### config.mk
export PLATFORM = sky130hd
export DESIGN_NAME = mc_control_fsm
export DESIGN_NICKNAME = d
export VERILOG_FILES = /design/src/rtl/mc_control_fsm.sv
export SDC_FILE = /design/constraint.sdc
export NUM_CORES = 1
export LEC_CHECK = 0
export CORE_AREA = 2 2 92 59
export DETAILED_ROUTE_END_ITERATION = 7
export DIE_AREA = 0 0 94 61
export GPL_TIMING_DRIVEN = 0
export PLACE_DENSITY_LB_ADDON = 0.25
export REMOVE_ABC_BUFFERS = 1
export SKIP_LAST_GASP = 1
export SYNTH_ARGS = -nofsm -noshare
export SYNTH_HDL_FRONTEND = slang
export SYNTH_SLANG_ARGS = --single-unit
### constraint.sdc
create_clock -name clk -period 4.12 [get_ports clk]
set_input_delay 0.412 -clock clk [delete_from_list [all_inputs] [get_ports clk]]
set_output_delay 0.412 -clock clk [all_outputs]
set_load 0.005 [all_outputs]
### src/rtl/mc_control_fsm.sv
// Multi-cycle MIPS sequencer: a Moore FSM that steps each instruction through
// fetch/decode/execute/memory/writeback and drives every datapath select and strobe.
module mc_control_fsm #(
    parameter int CNT_W = 32
) (
    input  logic             clk,
    input  logic             rst_n,
    input  logic             run,
    input  logic [5:0]       opcode,
    input  logic             mem_ready,
    output logic             pc_write,
    output logic             pc_write_cond,
    output logic [1:0]       pc_source,
    output logic             i_or_d,
    output logic             mem_read,
    output logic             mem_write,
    output logic             ir_write,
    output logic             mem_to_reg,
    output logic             reg_dst,
    output logic             reg_write,
    output logic             alu_src_a,
    output logic [1:0]       alu_src_b,
    output logic [1:0]       alu_op,
    output logic [3:0]       state,
    output logic             illegal,
    output logic [CNT_W-1:0] instr_count
);

    typedef enum logic [3:0] {
        S_IDLE   = 4'd0,
        S_FETCH  = 4'd1,
        S_DECODE = 4'd2,
        S_MEMADR = 4'd3,
        S_MEMRD  = 4'd4,
        S_MEMWB  = 4'd5,
        S_MEMWR  = 4'd6,
        S_EXEC   = 4'd7,
        S_RWB    = 4'd8,
        S_BRANCH = 4'd9,
        S_JUMP   = 4'd10,
        S_ADDIEX = 4'd11,
        S_ADDIWB = 4'd12,
        S_TRAP   = 4'd13
    } state_t;

    localparam logic [5:0] OP_RTYPE = 6'b000000;
    localparam logic [5:0] OP_LW    = 6'b100011;
    localparam logic [5:0] OP_SW    = 6'b101011;
    localparam logic [5:0] OP_BEQ   = 6'b000100;
    localparam logic [5:0] OP_J     = 6'b000010;
    localparam logic [5:0] OP_ADDI  = 6'b001000;

    state_t state_q;
    state_t state_d;
    logic   retire;
    logic   illegal_q;
    logic [CNT_W-1:0] count_q;

    // NOTE: sequential state uses non-blocking assignments so every flop samples pre-edge values.
    always_ff @(posedge clk or negedge rst_n) begin
        if (!rst_n) begin
            state_q   <= S_IDLE;
            illegal_q <= 1'b0;
            count_q   <= '0;
        end else begin
            state_q <= state_d;
            if (state_d == S_TRAP)
                illegal_q <= 1'b1;
            if (retire)
                count_q <= count_q + CNT_W'(1);
        end
    end

    // An instruction retires on the edge that leaves its final step.
    always_comb begin
        // NOTE: every comb output gets a default first so no path can infer a latch.
        retire  = 1'b0;
        state_d = state_q;
        case (state_q)
            S_IDLE:   if (run) state_d = S_FETCH;
            S_FETCH:  if (mem_ready) state_d = S_DECODE;
            S_DECODE: begin
                case (opcode)
                    OP_LW, OP_SW: state_d = S_MEMADR;
                    OP_RTYPE:     state_d = S_EXEC;
                    OP_BEQ:       state_d = S_BRANCH;
                    OP_J:         state_d = S_JUMP;
                    OP_ADDI:      state_d = S_ADDIEX;
                    default:      state_d = S_TRAP;
                endcase
            end
            S_MEMADR: state_d = (opcode == OP_SW) ? S_MEMWR : S_MEMRD;
            S_MEMRD:  if (mem_ready) state_d = S_MEMWB;
            S_MEMWR: begin
                if (mem_ready) begin
                    retire  = 1'b1;
                    state_d = run ? S_FETCH : S_IDLE;
                end
            end
            S_EXEC:   state_d = S_RWB;
            S_ADDIEX: state_d = S_ADDIWB;
            S_MEMWB, S_RWB, S_BRANCH, S_JUMP, S_ADDIWB: begin
                retire  = 1'b1;
                state_d = run ? S_FETCH : S_IDLE;
            end
            S_TRAP:   state_d = S_TRAP;
            default:  state_d = S_IDLE;
        endcase
    end

    always_comb begin
        pc_write      = 1'b0;
        pc_write_cond = 1'b0;
        pc_source     = 2'd0;
        i_or_d        = 1'b0;
        mem_read      = 1'b0;
        mem_write     = 1'b0;
        ir_write      = 1'b0;
        mem_to_reg    = 1'b0;
        reg_dst       = 1'b0;
        reg_write     = 1'b0;
        alu_src_a     = 1'b0;
        alu_src_b     = 2'd0;
        alu_op        = 2'b00;
        case (state_q)
            S_FETCH: begin
                mem_read  = 1'b1;
                alu_src_b = 2'd1;
                pc_write  = mem_ready;
                ir_write  = mem_ready;
            end
            S_DECODE: alu_src_b = 2'd3;
            S_MEMADR, S_ADDIEX: begin
                alu_src_a = 1'b1;
                alu_src_b = 2'd2;
            end
            S_MEMRD: begin
                mem_read = 1'b1;
                i_or_d   = 1'b1;
            end
            S_MEMWB: begin
                reg_write  = 1'b1;
                mem_to_reg = 1'b1;
            end
            S_MEMWR: begin
                mem_write = 1'b1;
                i_or_d    = 1'b1;
            end
            S_EXEC: begin
                alu_src_a = 1'b1;
                alu_op    = 2'b10;
            end
            S_RWB: begin
                reg_write = 1'b1;
                reg_dst   = 1'b1;
            end
            S_BRANCH: begin
                alu_src_a     = 1'b1;
                alu_op        = 2'b01;
                pc_write_cond = 1'b1;
                pc_source     = 2'd1;
            end
            S_JUMP: begin
                pc_write  = 1'b1;
                pc_source = 2'd2;
            end
            S_ADDIWB: reg_write = 1'b1;
            default: ;
        endcase
    end

    assign state       = state_q;
    assign illegal     = illegal_q;
    assign instr_count = count_q;

endmodule

==> key figures <==
Outcome
  • Status: finished clean

Yosys
  • Avg Inst Size Synth: 9.53 sq um
  • Synth top area cells: dfrtp_1 44%, xor2_1 7.8%, xnor2_1 5.8%
  • Post-Synthesis Cells: between 200 and 250
  • Seq/Total Area, Yosys: 43.6%
  • Number of synthesized flops with an enable pin: 0
  • Top cell type by total area after synthesis: dfrtp_1
  • Share of flip-flops with an asynchronous set or reset: between 90% and 100%
  • Synthesized cell area: 2120 sq um
  • Number of synthesized register bits: 37
  • Top cell type's share of synthesized area: between 40% and 50%
  • Synth unique cells: 50
  • Synth Warn #: 0
  • Top FF cell, synth: dfrtp_1

Setup path
  • Setup crit start kind: register
  • Max incr delay on CP: about 0.73 ns
  • Crit path arrival time: 2.23 ns
  • Top delay family on crit path: flip-flops
  • Crit Path Category: reg2out
  • Critical path peak fanout: 17
  • Slowest-stage cell, CP: dfrtp_1
  • Reg-to-reg startpoint: state[0]
  • Setup crit end kind: primary output
  • Worst setup startpoint: state[0]
  • CP cell instances: inv_1 -> nand2_1 -> nor2_1 -> or2_2 -> clkdlybuf4s50_1
  • Crit path buffers/inverters: 2
  • Worst EP required: roughly 3.7 ns

GRT
  • First-pass GRT wire length: around 8200 um
  • Global route overflow: 0
  • Vias in the first global route: 1659
  • Initial antenna violation count: 0
  • GRT Total Usage: between 10% and 20%
  • Pin count of the biggest net entering global routing: 38

Floorplan
  • Die ar.: about 5700 sq um
  • Core ar.: just under 5000 sq um
  • Chip Width: 94 um
  • Initial core utilization: ~44%
  • FP Rows: 20
  • Io pins: between 60 and 70
  • Chip height: between 60 and 70 um

Cells and area
  • ANT cells: 0
  • Commonest non-fill, non-tap cell in the layout: clkdlybuf4s50_1
  • Most frequent cells in the layout: 61 x clkdlybuf4s50_1, 37 x dfrtp_1, 23 x nor2_1, 20 x nand2_1, 19 x xor2_1
  • Layout cell share with drive strength beyond 1: under 10%
  • Total Nets Final: between 200 and 300
  • Fin util: 59.2%
  • Area Overhead vs Synth: 36.0%

CTS
  • Post-CTS Resized: 0
  • Post-CTS setup buffers: 0
  • Root buf cell: clkbuf_8
  • H-tree depth: 2
  • Sink Count: 37
  • TritonCTS clock tree: yes
  • Worst-path clk slew: approximately 0.07 ns
  • Clk buf depth: 2
  • CTS Buf Count: 5
  • Hold_buf cts: 0
  • Worst-Skew Late Latency: just under 0.3 ns

STA
  • Final hold slack: around 0.21 ns
  • Rel. slew slack: roughly 46%
  • Layout Skew: roughly 0.006 ns
  • Final hold violations: 0
  • Finish-stage setup viols: 0
  • Final Cycle Share: 64.0%
  • Worst-Margin Slew: around 0.8 ns
  • Fmax: roughly 380 MHz
  • Max Transition Viols Final: 0
  • Setup TNS: 0 ns
  • RSZ-0062 raised after global routing: no
  • Tmin final: 2.64 ns

Routing
  • Antenna Violating Nets Remaining: 0
  • Routed vias/inst: ~5.2
  • Residual DRC: 0
  • Total number of vias: roughly 1800
  • Routed WL: slightly above 5000 um
  • TritonRoute pass-1 iters: 4
  • WL/cell: roughly 15 um
  • DRC marker count from the first detailed-route iteration: 138

Power and ir drop
  • Design Power: between 0.001 and 0.0015 W
  • Pwr dens: 506 nW/um^2
  • P_leak: 1.22 nW
  • Peak VDD IR: between 150 and 200 uV

Place
  • Post-DP HPWL: about 3800 um
  • RePlAce Congestion: 0.814
  • Buffers on Ports: 62

Hold path
  • Type of the worst min-delay path: in2async

Job
  • Max cap viols: 0
final cells by class:
class,instances,area (sq um)
Clock buffer,7,86.3
Clock inverter,1,30.0
Fill cell,450,1990
Inverter,8,30.0
Multi-Input combinational cell,169,1120
Sequential cell,37,926
Tap cell,66,82.6
Timing Repair Buffer,62,616
synthesized netlist by cell type, types with 3 or more instances:
cell type  instances
a21oi_1            4
buf_2              3
clkbuf_1           3
dfrtp_1           37
inv_1              8
nand2_1           20
nand3_1            9
nand4_1           10
nor2_1            23
nor3_1            15
nor4_1             7
o211ai_1           3
o21ai_0            5
xnor2_1           14
xor2_1            19
through the flow:
step                std cells  area [sq um]  setup slack, ns
floorplan                 214          2080             2.37
global placement          342          2780             1.74
detailed placement        342          2770             1.72
CTS                       350          2890             1.49
global route              350          2890             1.34
finish                    350          2890             1.48
metal layers:
layer,vias to the layer above,track usage [%],share of wire [%]
li1,909,-,-
met1,864,29.0,51
met2,41,26.8,42
met3,7,4.60,5.1
met4,0,4.35,1.1
met5,-,0,0
sequential cells by signal, indices dropped and copies added (netlist names):
signal       cells
instr_count     32
illegal          1
state            4
cells by family (layout without fill, tap and decap cells):
logic type | count (synthesis) | in the layout | synth area share [%]
flip-flops | 37 | 37 | 43.6
AO/OA/AOI/OAI | 28 | 28 | 10.5
multiplexers | 3 | 3 | 1.47
adder cells (fa/ha/maj) | 1 | 1 | 0.589
AND/OR/NAND/NOR | 104 | 104 | 26.6
XOR/XNOR | 33 | 33 | 13.6
buffers and inverters | 17 | 78 | 3.71
worst paths after layout:
path | end | slack, ns | depth (start not counted)
max in group asynchronous | state[1] | 3.40 | 1
max reg2reg | instr_count[28] | 2.08 | 5
min reg2reg | instr_count[31] | 0.47 | 1
min | instr_count[1] | 0.21 | 1
min in group clk | instr_count[31] | 0.47 | 1
max | pc_write | 1.48 | 5
where the power goes:
part	switching, W	total [W]	internal, W	leakage [nW]
sequential	0.000139	0.000557	0.000418	0.480
clock	0.000124	0.000322	0.000197	0.0585
combinational	0.000251	0.000584	0.000332	0.679
(Power assumes the default switching activity.)
